--- src/rtl/iso7816_rx_pkg.sv ---
// Shared types and helpers for the ISO7816-3 receive engine.
package iso7816_rx_pkg;

  typedef enum logic [2:0] {
    IDLE, START, DATA, PARITY, STOP1, STOP2, ERRSIG
  } state_t;

  localparam logic START_BIT = 1'b0;
  localparam logic IDLE_BIT  = 1'b1;

  // acc: running XOR of the data bits, b: received parity bit.
  function automatic logic parity_err(input logic acc, input logic b, input logic odd);
    return (acc ^ b) != odd;
  endfunction

endpackage

--- src/rtl/iso7816_rx_if.sv ---
// Host/line-side signal bundle of the receive engine.
interface iso7816_rx_if #(
  parameter int CLOCK_PER_BIT_WIDTH = 13,
  parameter int DATA_BITS           = 8,
  parameter int FIFO_DEPTH          = 4
);
  localparam int LVL_W = $clog2(FIFO_DEPTH) + 1;

  logic                           serialIn;
  logic [CLOCK_PER_BIT_WIDTH-1:0] clocksPerBit;
  logic                           stopBit2;
  logic                           parityEn;
  logic                           oddParity;
  logic                           msbFirst;
  logic                           errSigEn;
  logic                           ackFlags;
  logic [DATA_BITS-1:0]           dataOut;
  logic                           dataValid;
  logic                           dataReady;
  logic [LVL_W-1:0]               fifoLevel;
  logic                           overrunErrorFlag;
  logic                           frameErrorFlag;
  logic                           errSigOut;
  logic                           startBit;
  logic                           run;
  logic                           endOfRx;

  modport slave (
    input  serialIn, clocksPerBit, stopBit2, parityEn, oddParity, msbFirst,
           errSigEn, ackFlags, dataReady,
    output dataOut, dataValid, fifoLevel, overrunErrorFlag, frameErrorFlag,
           errSigOut, startBit, run, endOfRx
  );

  modport master (
    output serialIn, clocksPerBit, stopBit2, parityEn, oddParity, msbFirst,
           errSigEn, ackFlags, dataReady,
    input  dataOut, dataValid, fifoLevel, overrunErrorFlag, frameErrorFlag,
           errSigOut, startBit, run, endOfRx
  );
endinterface

--- src/rtl/iso7816_rx_fifo.sv ---
// Synchronous FIFO; a push while full succeeds when a pop happens in the same cycle.
module iso7816_rx_fifo #(
  parameter int WIDTH = 8,
  parameter int DEPTH = 4,
  localparam int AW   = $clog2(DEPTH)
) (
  input  logic             clk,
  input  logic             nReset,
  input  logic             i_push,
  input  logic             i_pop,
  input  logic [WIDTH-1:0] i_data,
  output logic [WIDTH-1:0] o_data,
  output logic [AW:0]      o_level,
  output logic             o_full,
  output logic             o_empty
);
  logic [WIDTH-1:0] r_mem [DEPTH];
  logic [AW-1:0]    r_wptr, r_rptr;
  logic [AW:0]      r_level;
  logic             w_push, w_pop;

  assign o_empty = (r_level == '0);
  assign o_full  = (r_level == (AW+1)'(DEPTH));
  assign w_pop   = i_pop & ~o_empty;
  assign w_push  = i_push & (~o_full | w_pop);
  assign o_level = r_level;
  assign o_data  = o_empty ? '0 : r_mem[r_rptr];

  always_ff @(posedge clk) begin
    if (w_push) r_mem[r_wptr] <= i_data;
  end

  always_ff @(posedge clk or negedge nReset) begin
    if (!nReset) begin
      r_wptr  <= '0;
      r_rptr  <= '0;
      r_level <= '0;
    end else begin
      if (w_push) r_wptr <= r_wptr + 1'b1;
      if (w_pop)  r_rptr <= r_rptr + 1'b1;
      case ({w_push, w_pop})
        2'b10:   r_level <= r_level + 1'b1;
        2'b01:   r_level <= r_level - 1'b1;
        default: ;
      endcase
    end
  end
endmodule

--- src/rtl/iso7816_rx_engine.sv ---
// ISO7816-3 character receiver: synchroniser, etu counter, frame FSM with
// T=0 error signalling, and a receive FIFO with sticky error flags.
module iso7816_rx_engine
  import iso7816_rx_pkg::*;
#(
  parameter int CLOCK_PER_BIT_WIDTH = 13,
  parameter int DATA_BITS           = 8,
  parameter int FIFO_DEPTH          = 4,
  parameter int ERR_SIG_ETU         = 2
) (
  input logic         clk,
  input logic         nReset,
  iso7816_rx_if.slave bus
);
  localparam int BW = $clog2(DATA_BITS);
  localparam logic [BW-1:0] BIT_LAST = BW'(DATA_BITS - 1);

  state_t                         r_state, w_next;
  logic [1:0]                     r_sync;
  logic                           w_rxs;
  logic [CLOCK_PER_BIT_WIDTH-1:0] r_cnt, r_cpb, w_cmp;
  logic                           w_match;
  logic [BW-1:0]                  r_bit, w_idx;
  logic [DATA_BITS-1:0]           r_data;
  logic                           r_par, r_perr;
  logic [1:0]                     r_etu;
  logic                           r_eor, r_frame, r_ovr;
  logic                           w_push, w_frame_set, w_ovr_set, w_full, w_empty;

  assign w_rxs   = r_sync[1];
  assign w_match = (r_cnt == w_cmp);
  assign w_idx   = bus.msbFirst ? BIT_LAST - r_bit : r_bit;

  // IDLE compares against 0 so the counter stays parked at 0.
  always_comb begin
    w_cmp = r_cpb - 1'b1;
    case (r_state)
      IDLE:    w_cmp = '0;
      START:   w_cmp = (r_cpb >> 1) - 1'b1;
      default: ;
    endcase
  end

  always_comb begin
    w_next      = r_state;
    w_push      = 1'b0;
    w_frame_set = 1'b0;
    case (r_state)
      IDLE:   if (w_rxs == START_BIT) w_next = START;
      START:  if (w_match) w_next = (w_rxs == IDLE_BIT) ? IDLE : DATA;
      DATA:   if (w_match && r_bit == BIT_LAST) w_next = bus.parityEn ? PARITY : STOP1;
      PARITY: if (w_match) w_next = STOP1;
      STOP1: if (w_match) begin
        if (r_perr && bus.errSigEn) begin
          w_next = ERRSIG;
        end else begin
          if (r_perr || w_rxs == START_BIT) w_frame_set = 1'b1;
          else                              w_push      = 1'b1;
          w_next = bus.stopBit2 ? STOP2 : IDLE;
        end
      end
      STOP2: if (w_match) begin
        if (w_rxs == START_BIT) w_frame_set = 1'b1;
        w_next = IDLE;
      end
      // ERR_SIG_ETU etu of low drive followed by one guard etu.
      ERRSIG: if (w_match && r_etu == 2'(ERR_SIG_ETU)) w_next = IDLE;
      default: w_next = IDLE;
    endcase
  end

  always_ff @(posedge clk or negedge nReset) begin
    if (!nReset) r_state <= IDLE;
    else         r_state <= w_next;
  end

  always_ff @(posedge clk or negedge nReset) begin
    if (!nReset) begin
      r_sync  <= {2{IDLE_BIT}};
      r_cnt   <= '0;
      r_cpb   <= '0;
      r_bit   <= '0;
      r_data  <= '0;
      r_par   <= 1'b0;
      r_perr  <= 1'b0;
      r_etu   <= '0;
      r_eor   <= 1'b0;
      r_frame <= 1'b0;
      r_ovr   <= 1'b0;
    end else begin
      r_sync <= {r_sync[0], bus.serialIn};
      r_cnt  <= (w_next != r_state || w_match) ? '0 : r_cnt + 1'b1;
      r_eor  <= (w_next == IDLE) && !(r_state inside {IDLE, START});
      if (r_state == IDLE && w_rxs == START_BIT) begin
        r_cpb  <= bus.clocksPerBit;
        r_bit  <= '0;
        r_par  <= 1'b0;
        r_perr <= 1'b0;
        r_etu  <= '0;
      end
      if (r_state == DATA && w_match) begin
        r_data[w_idx] <= w_rxs;
        r_par         <= r_par ^ w_rxs;
        r_bit         <= r_bit + 1'b1;
      end
      if (r_state == PARITY && w_match) r_perr <= parity_err(r_par, w_rxs, bus.oddParity);
      if (r_state == ERRSIG && w_match) r_etu  <= r_etu + 1'b1;
      // A set event in the ack cycle wins.
      if (w_frame_set)       r_frame <= 1'b1;
      else if (bus.ackFlags) r_frame <= 1'b0;
      if (w_ovr_set)         r_ovr   <= 1'b1;
      else if (bus.ackFlags) r_ovr   <= 1'b0;
    end
  end

  // Full implies non-empty, so dataReady alone means a pop this cycle.
  assign w_ovr_set = w_push & w_full & ~bus.dataReady;

  iso7816_rx_fifo #(.WIDTH(DATA_BITS), .DEPTH(FIFO_DEPTH)) u_fifo (
    .clk     (clk),
    .nReset  (nReset),
    .i_push  (w_push),
    .i_pop   (bus.dataReady),
    .i_data  (r_data),
    .o_data  (bus.dataOut),
    .o_level (bus.fifoLevel),
    .o_full  (w_full),
    .o_empty (w_empty)
  );

  assign bus.dataValid        = ~w_empty;
  assign bus.overrunErrorFlag = r_ovr;
  assign bus.frameErrorFlag   = r_frame;
  assign bus.errSigOut        = (r_state == ERRSIG) && (r_etu < 2'(ERR_SIG_ETU));
  assign bus.startBit         = (r_state == START);
  assign bus.run              = r_state inside {DATA, PARITY, STOP1, STOP2, ERRSIG};
  assign bus.endOfRx          = r_eor;
endmodule

--- src/flat_wrapper.sv ---
// flat-port wrapper written by rule: the top's interface ports become plain ports
module iso7816_rx_engine_flat import iso7816_rx_pkg::*;
#(
  parameter int CLOCK_PER_BIT_WIDTH = 13,
  parameter int DATA_BITS           = 8,
  parameter int FIFO_DEPTH          = 4,
  parameter int ERR_SIG_ETU         = 2
)
  (clk, nReset, bus_serialIn, bus_clocksPerBit, bus_stopBit2, bus_parityEn, bus_oddParity, bus_msbFirst, bus_errSigEn, bus_ackFlags, bus_dataReady, bus_dataOut, bus_dataValid, bus_fifoLevel, bus_overrunErrorFlag, bus_frameErrorFlag, bus_errSigOut, bus_startBit, bus_run, bus_endOfRx);
  iso7816_rx_if #(.CLOCK_PER_BIT_WIDTH(CLOCK_PER_BIT_WIDTH), .DATA_BITS(DATA_BITS), .FIFO_DEPTH(FIFO_DEPTH)) bus_i ();
  input logic clk;
  input logic nReset;
  input wire logic [$bits(bus_i.serialIn)-1:0] bus_serialIn;
  input wire logic [$bits(bus_i.clocksPerBit)-1:0] bus_clocksPerBit;
  input wire logic [$bits(bus_i.stopBit2)-1:0] bus_stopBit2;
  input wire logic [$bits(bus_i.parityEn)-1:0] bus_parityEn;
  input wire logic [$bits(bus_i.oddParity)-1:0] bus_oddParity;
  input wire logic [$bits(bus_i.msbFirst)-1:0] bus_msbFirst;
  input wire logic [$bits(bus_i.errSigEn)-1:0] bus_errSigEn;
  input wire logic [$bits(bus_i.ackFlags)-1:0] bus_ackFlags;
  input wire logic [$bits(bus_i.dataReady)-1:0] bus_dataReady;
  output wire logic [$bits(bus_i.dataOut)-1:0] bus_dataOut;
  output wire logic [$bits(bus_i.dataValid)-1:0] bus_dataValid;
  output wire logic [$bits(bus_i.fifoLevel)-1:0] bus_fifoLevel;
  output wire logic [$bits(bus_i.overrunErrorFlag)-1:0] bus_overrunErrorFlag;
  output wire logic [$bits(bus_i.frameErrorFlag)-1:0] bus_frameErrorFlag;
  output wire logic [$bits(bus_i.errSigOut)-1:0] bus_errSigOut;
  output wire logic [$bits(bus_i.startBit)-1:0] bus_startBit;
  output wire logic [$bits(bus_i.run)-1:0] bus_run;
  output wire logic [$bits(bus_i.endOfRx)-1:0] bus_endOfRx;
  assign bus_i.serialIn = bus_serialIn;
  assign bus_i.clocksPerBit = bus_clocksPerBit;
  assign bus_i.stopBit2 = bus_stopBit2;
  assign bus_i.parityEn = bus_parityEn;
  assign bus_i.oddParity = bus_oddParity;
  assign bus_i.msbFirst = bus_msbFirst;
  assign bus_i.errSigEn = bus_errSigEn;
  assign bus_i.ackFlags = bus_ackFlags;
  assign bus_i.dataReady = bus_dataReady;
  assign bus_dataOut = bus_i.dataOut;
  assign bus_dataValid = bus_i.dataValid;
  assign bus_fifoLevel = bus_i.fifoLevel;
  assign bus_overrunErrorFlag = bus_i.overrunErrorFlag;
  assign bus_frameErrorFlag = bus_i.frameErrorFlag;
  assign bus_errSigOut = bus_i.errSigOut;
  assign bus_startBit = bus_i.startBit;
  assign bus_run = bus_i.run;
  assign bus_endOfRx = bus_i.endOfRx;
  iso7816_rx_engine #(.CLOCK_PER_BIT_WIDTH(CLOCK_PER_BIT_WIDTH), .DATA_BITS(DATA_BITS), .FIFO_DEPTH(FIFO_DEPTH), .ERR_SIG_ETU(ERR_SIG_ETU)) u_core (.clk(clk), .nReset(nReset), .bus(bus_i));
endmodule
--- config.mk ---
export PLATFORM = sky130hd
export DESIGN_NAME = iso7816_rx_engine_flat
export DESIGN_NICKNAME = d
export VERILOG_FILES = /design/src/rtl/iso7816_rx_pkg.sv /design/src/rtl/iso7816_rx_if.sv /design/src/rtl/iso7816_rx_fifo.sv /design/src/rtl/iso7816_rx_engine.sv /design/src/flat_wrapper.sv
export SDC_FILE = /design/constraint.sdc
export NUM_CORES = 1
export LEC_CHECK = 0
export ABC_AREA = 1
export CAP_MARGIN = 20
export CORE_MARGIN = 5
export CORE_UTILIZATION = 63
export DETAILED_ROUTE_END_ITERATION = 8
export PLACE_DENSITY_LB_ADDON = 0.08
export SETUP_SLACK_MARGIN = 0.4
export SYNTH_ARGS = -nofsm -noshare
export SYNTH_HDL_FRONTEND = slang
export SYNTH_SLANG_ARGS = --single-unit
--- constraint.sdc ---
create_clock -name clk -period 9.1 [get_ports clk]
set_input_delay 1.82 -clock clk [delete_from_list [all_inputs] [get_ports clk]]
set_output_delay 1.82 -clock clk [all_outputs]
set_load 0.01 [all_outputs]
==> results.txt <==
Setup tns final: 0 ns
Met3 wire length: 683 µm
Cell Chain, Critical Path: inv_1 -> o21ai_0 -> a21oi_1 -> clkdlybuf4s50_1
Die Y: 97.92 µm
Worst-path clk slew: 0.09 ns
Wire length on met1: 4.923 mm
Port buffer count: 40
Worst Path Arrival: 2.35 ns
Grt ovf: 0
Relative slew slack: 51.68%
Initial core utilization: 63.68%
Register area share after synthesis: 48.56%
Vias in the first global route: 3662
Initial antenna violation count: 0
Clock skew: 0.007370 ns
Synth Area per Inst: 8.157 µm²
Yosys cell types: 34
Antenna cells: 0
Area of the die: 9588 µm²
CP endpoint kind: output port
Startpoint Class: flip-flop
Fraction of layout cells with a size suffix above 1: 8.294%
Number of flops mapped to enable cells by yosys: 32
Final Critical Period: 4.172 ns
Outcome: completed
Largest net degree at the start of global routing: 57
Vias per cell: 5.374
Post_cts resized: 0
Ys Warns: 0
RSZ-0062 raised after global routing: false
Num rows: 32
Post-Synthesis Cells: 597
Detailed placement HPWL: 7.585 mm
Post-CTS Setup Repair Bufs: 0
Fill cells: 581
Maximum Capacitance Violations: 0
Routed WL per cell: 13.78 µm
Drt first-iter violations: 246
Asr flop ratio synth: 63.64%
Pre-CTS setup slack: 4.988 ns
HP Class: flip-flop to flip-flop
Max Slew Vio Count: 0
Slowest stage delay, CP: 0.59 ns
Die width: 97.92 µm
Routed Wire Length: 10.21 mm
Synth Flop Type: dfrtp_1
Period utilisation layout: 45.84%
Min Hold Slack: 0.3715 ns
Final nets: 667
GPL Wtd Cong: 0.9056
CP max FO: 18
# DRC: 0
CTS Buffer Depth: 2
Leak: 0.002425 µW
CTS Hold Bufs: 0
Total GRT Usage: 22.52%
Cell area after synthesis: 4870 µm²
Critical path's slowest cell: dfrtp_1
Ports: 41
Synthesis-stage register bit count: 88
Worst vdd ir: 0.1492 mV
Syn-to-layout area delta: 12.92%
CTS buffer count: 9
CTS Root Cell: clkbuf_8
Highest routed layer: met4
Final Setup Violations: 0
Kind of critical path: flip-flop to output port
Worst path required time: 7.28 ns
Core area: 7647 µm²
Worst-margin pin slew: 0.7249 ns
Pwr Total: 1557 µW
First-pass GRT wire length: 17.46 mm
Pwr dens: 283.2 nW/µm²
Vias: 3982
Pre-antenna DRT Iters: 5
CTS Sinks: 88
Syn_nets: 630
Fmax: 239.7 MHz
Routed Antenna Nets: 0
WL met2: 4.445 mm
Post-route setup slack: 4.928 ns
Clock Latency Late Sink: 0.36 ns
Final hold violations: 0
H-tree depth: 3
CTS tree: built
## cell usage after synthesis (2+ instances only)
master,number,area [µm²]
a21oi_1,13,65.06
buf_2,4,20.02
buf_6,3,33.78
clkbuf_1,7,26.28
dfrtp_1,54,1351
dfstp_2,2,52.55
edfxtp_1,32,960.9
ha_1,9,112.6
inv_1,72,270.3
inv_2,2,7.510
nand2_1,130,488.0
nand2_2,5,31.28
nand2_4,2,22.52
nand3_1,67,335.3
nand3_2,3,30.03
nand3b_1,2,15.01
nand4_1,13,81.33
nor2_1,76,285.3
nor2_2,14,87.58
nor2_4,7,78.83
nor3_1,5,25.02
o21ai_0,45,225.2
xnor2_1,6,52.55
xor2_1,14,122.6
## final timing paths
check / slack, ns / depth (start not counted) / end / from
worst max-delay path: 4.93 / 4 / bus_dataOut[2] / u_core.u_fifo.r_rptr[0]
worst min-delay path: 0.37 / 0 / u_core.r_sync[1] / u_core.r_sync[0]
worst max register to register: 4.96 / 19 / u_core.u_fifo.r_mem[1][4] / u_core.r_state[2]
worst min register to register: 0.37 / 0 / u_core.r_sync[1] / u_core.r_sync[0]
max in group asynchronous: 7.02 / 2 / u_core.r_cpb[10] / nReset
min in group asynchronous: 1.58 / 2 / u_core.u_fifo.r_rptr[0] / nReset
## worst max-delay path: cells and delay by family, from the launching register on
family | cells | cell delay [ns]
buf+inv | 2 | 1.01
compound gates | 2 | 0.41
flops | 1 | 0.59
## flip-flops by register name, indices dropped and copies added, names as in the netlist, 3 cells and up
name                   count
u_core.u_fifo.r_mem       32
u_core.r_cnt              13
u_core.r_cpb              13
u_core.r_data              8
u_core.r_bit               3
u_core.r_state             3
u_core.u_fifo.o_level      3
## cells in the final DEF (no fill, tap or decap), types with 2 or more instances in the layout
cell             instances
nor2_1                  76
o21ai_0                 45
dfrtp_1                 54
nand3_1                 67
buf_4                    2
edfxtp_1                32
nand3_2                  3
clkinv_2                 2
nand2_2                  5
nand2_4                  2
inv_2                    2
nor3_1                   5
xor2_1                  14
clkdlybuf4s50_1         39
nand4_1                 13
dfstp_2                  2
nand2_1                130
clkbuf_8                 9
inv_1                   72
nand3b_1                 2
ha_1                     9
nor2_4                   7
a21oi_1                 13
inv_6                    2
xnor2_1                  6
nor2_2                  14
## layout make-up
cell class | instances | area, µm² | share of cell area (%)
Sequential cell | 88 | 2365 | 43.00
Tap cell | 102 | 127.6 | 2.321
Clock buffer | 10 | 127.6 | 2.321
Inverter | 75 | 281.5 | 5.119
Timing Repair Buffer | 42 | 410.4 | 7.463
Multi-Input combinational cell | 418 | 2121 | 38.57
Clock inverter | 6 | 66.31 | 1.206
## through the flow
step	util [%]	cell area (µm²)	cells
after floorplan	-	4870	597
after global placement	69.37	5305	725
after detailed placement	69.37	5305	725
after CTS	71.91	5499	741
after global routing	71.91	5499	741
final	71.91	5499	741
## cells by family after synthesis
kind of cell	after synthesis	share of synthesized area [%]
buffers and inverters	91	7.888
flip-flops	88	48.56
adder cells (fa/ha/maj)	10	2.724
XOR/XNOR	20	3.597
AND/OR/NAND/NOR	324	30.40
AO/OA/AOI/OAI	64	6.835
## where the power goes
part	total [µW]	switching [µW]	leakage (µW)	internal [µW]
sequential	527	61.7	0.000973	466
clock	271	142	0.000101	129
combinational	759	475	0.00135	284
total	1560	679	0.00243	878
## layer usage
metal,up-vias,global-route usage [%]
met5,-,0
met4,0,7.242
met3,16,3.286
met2,142,32.98
met1,1814,34.60
li1,2010,-
(Power assumes the default switching activity.)
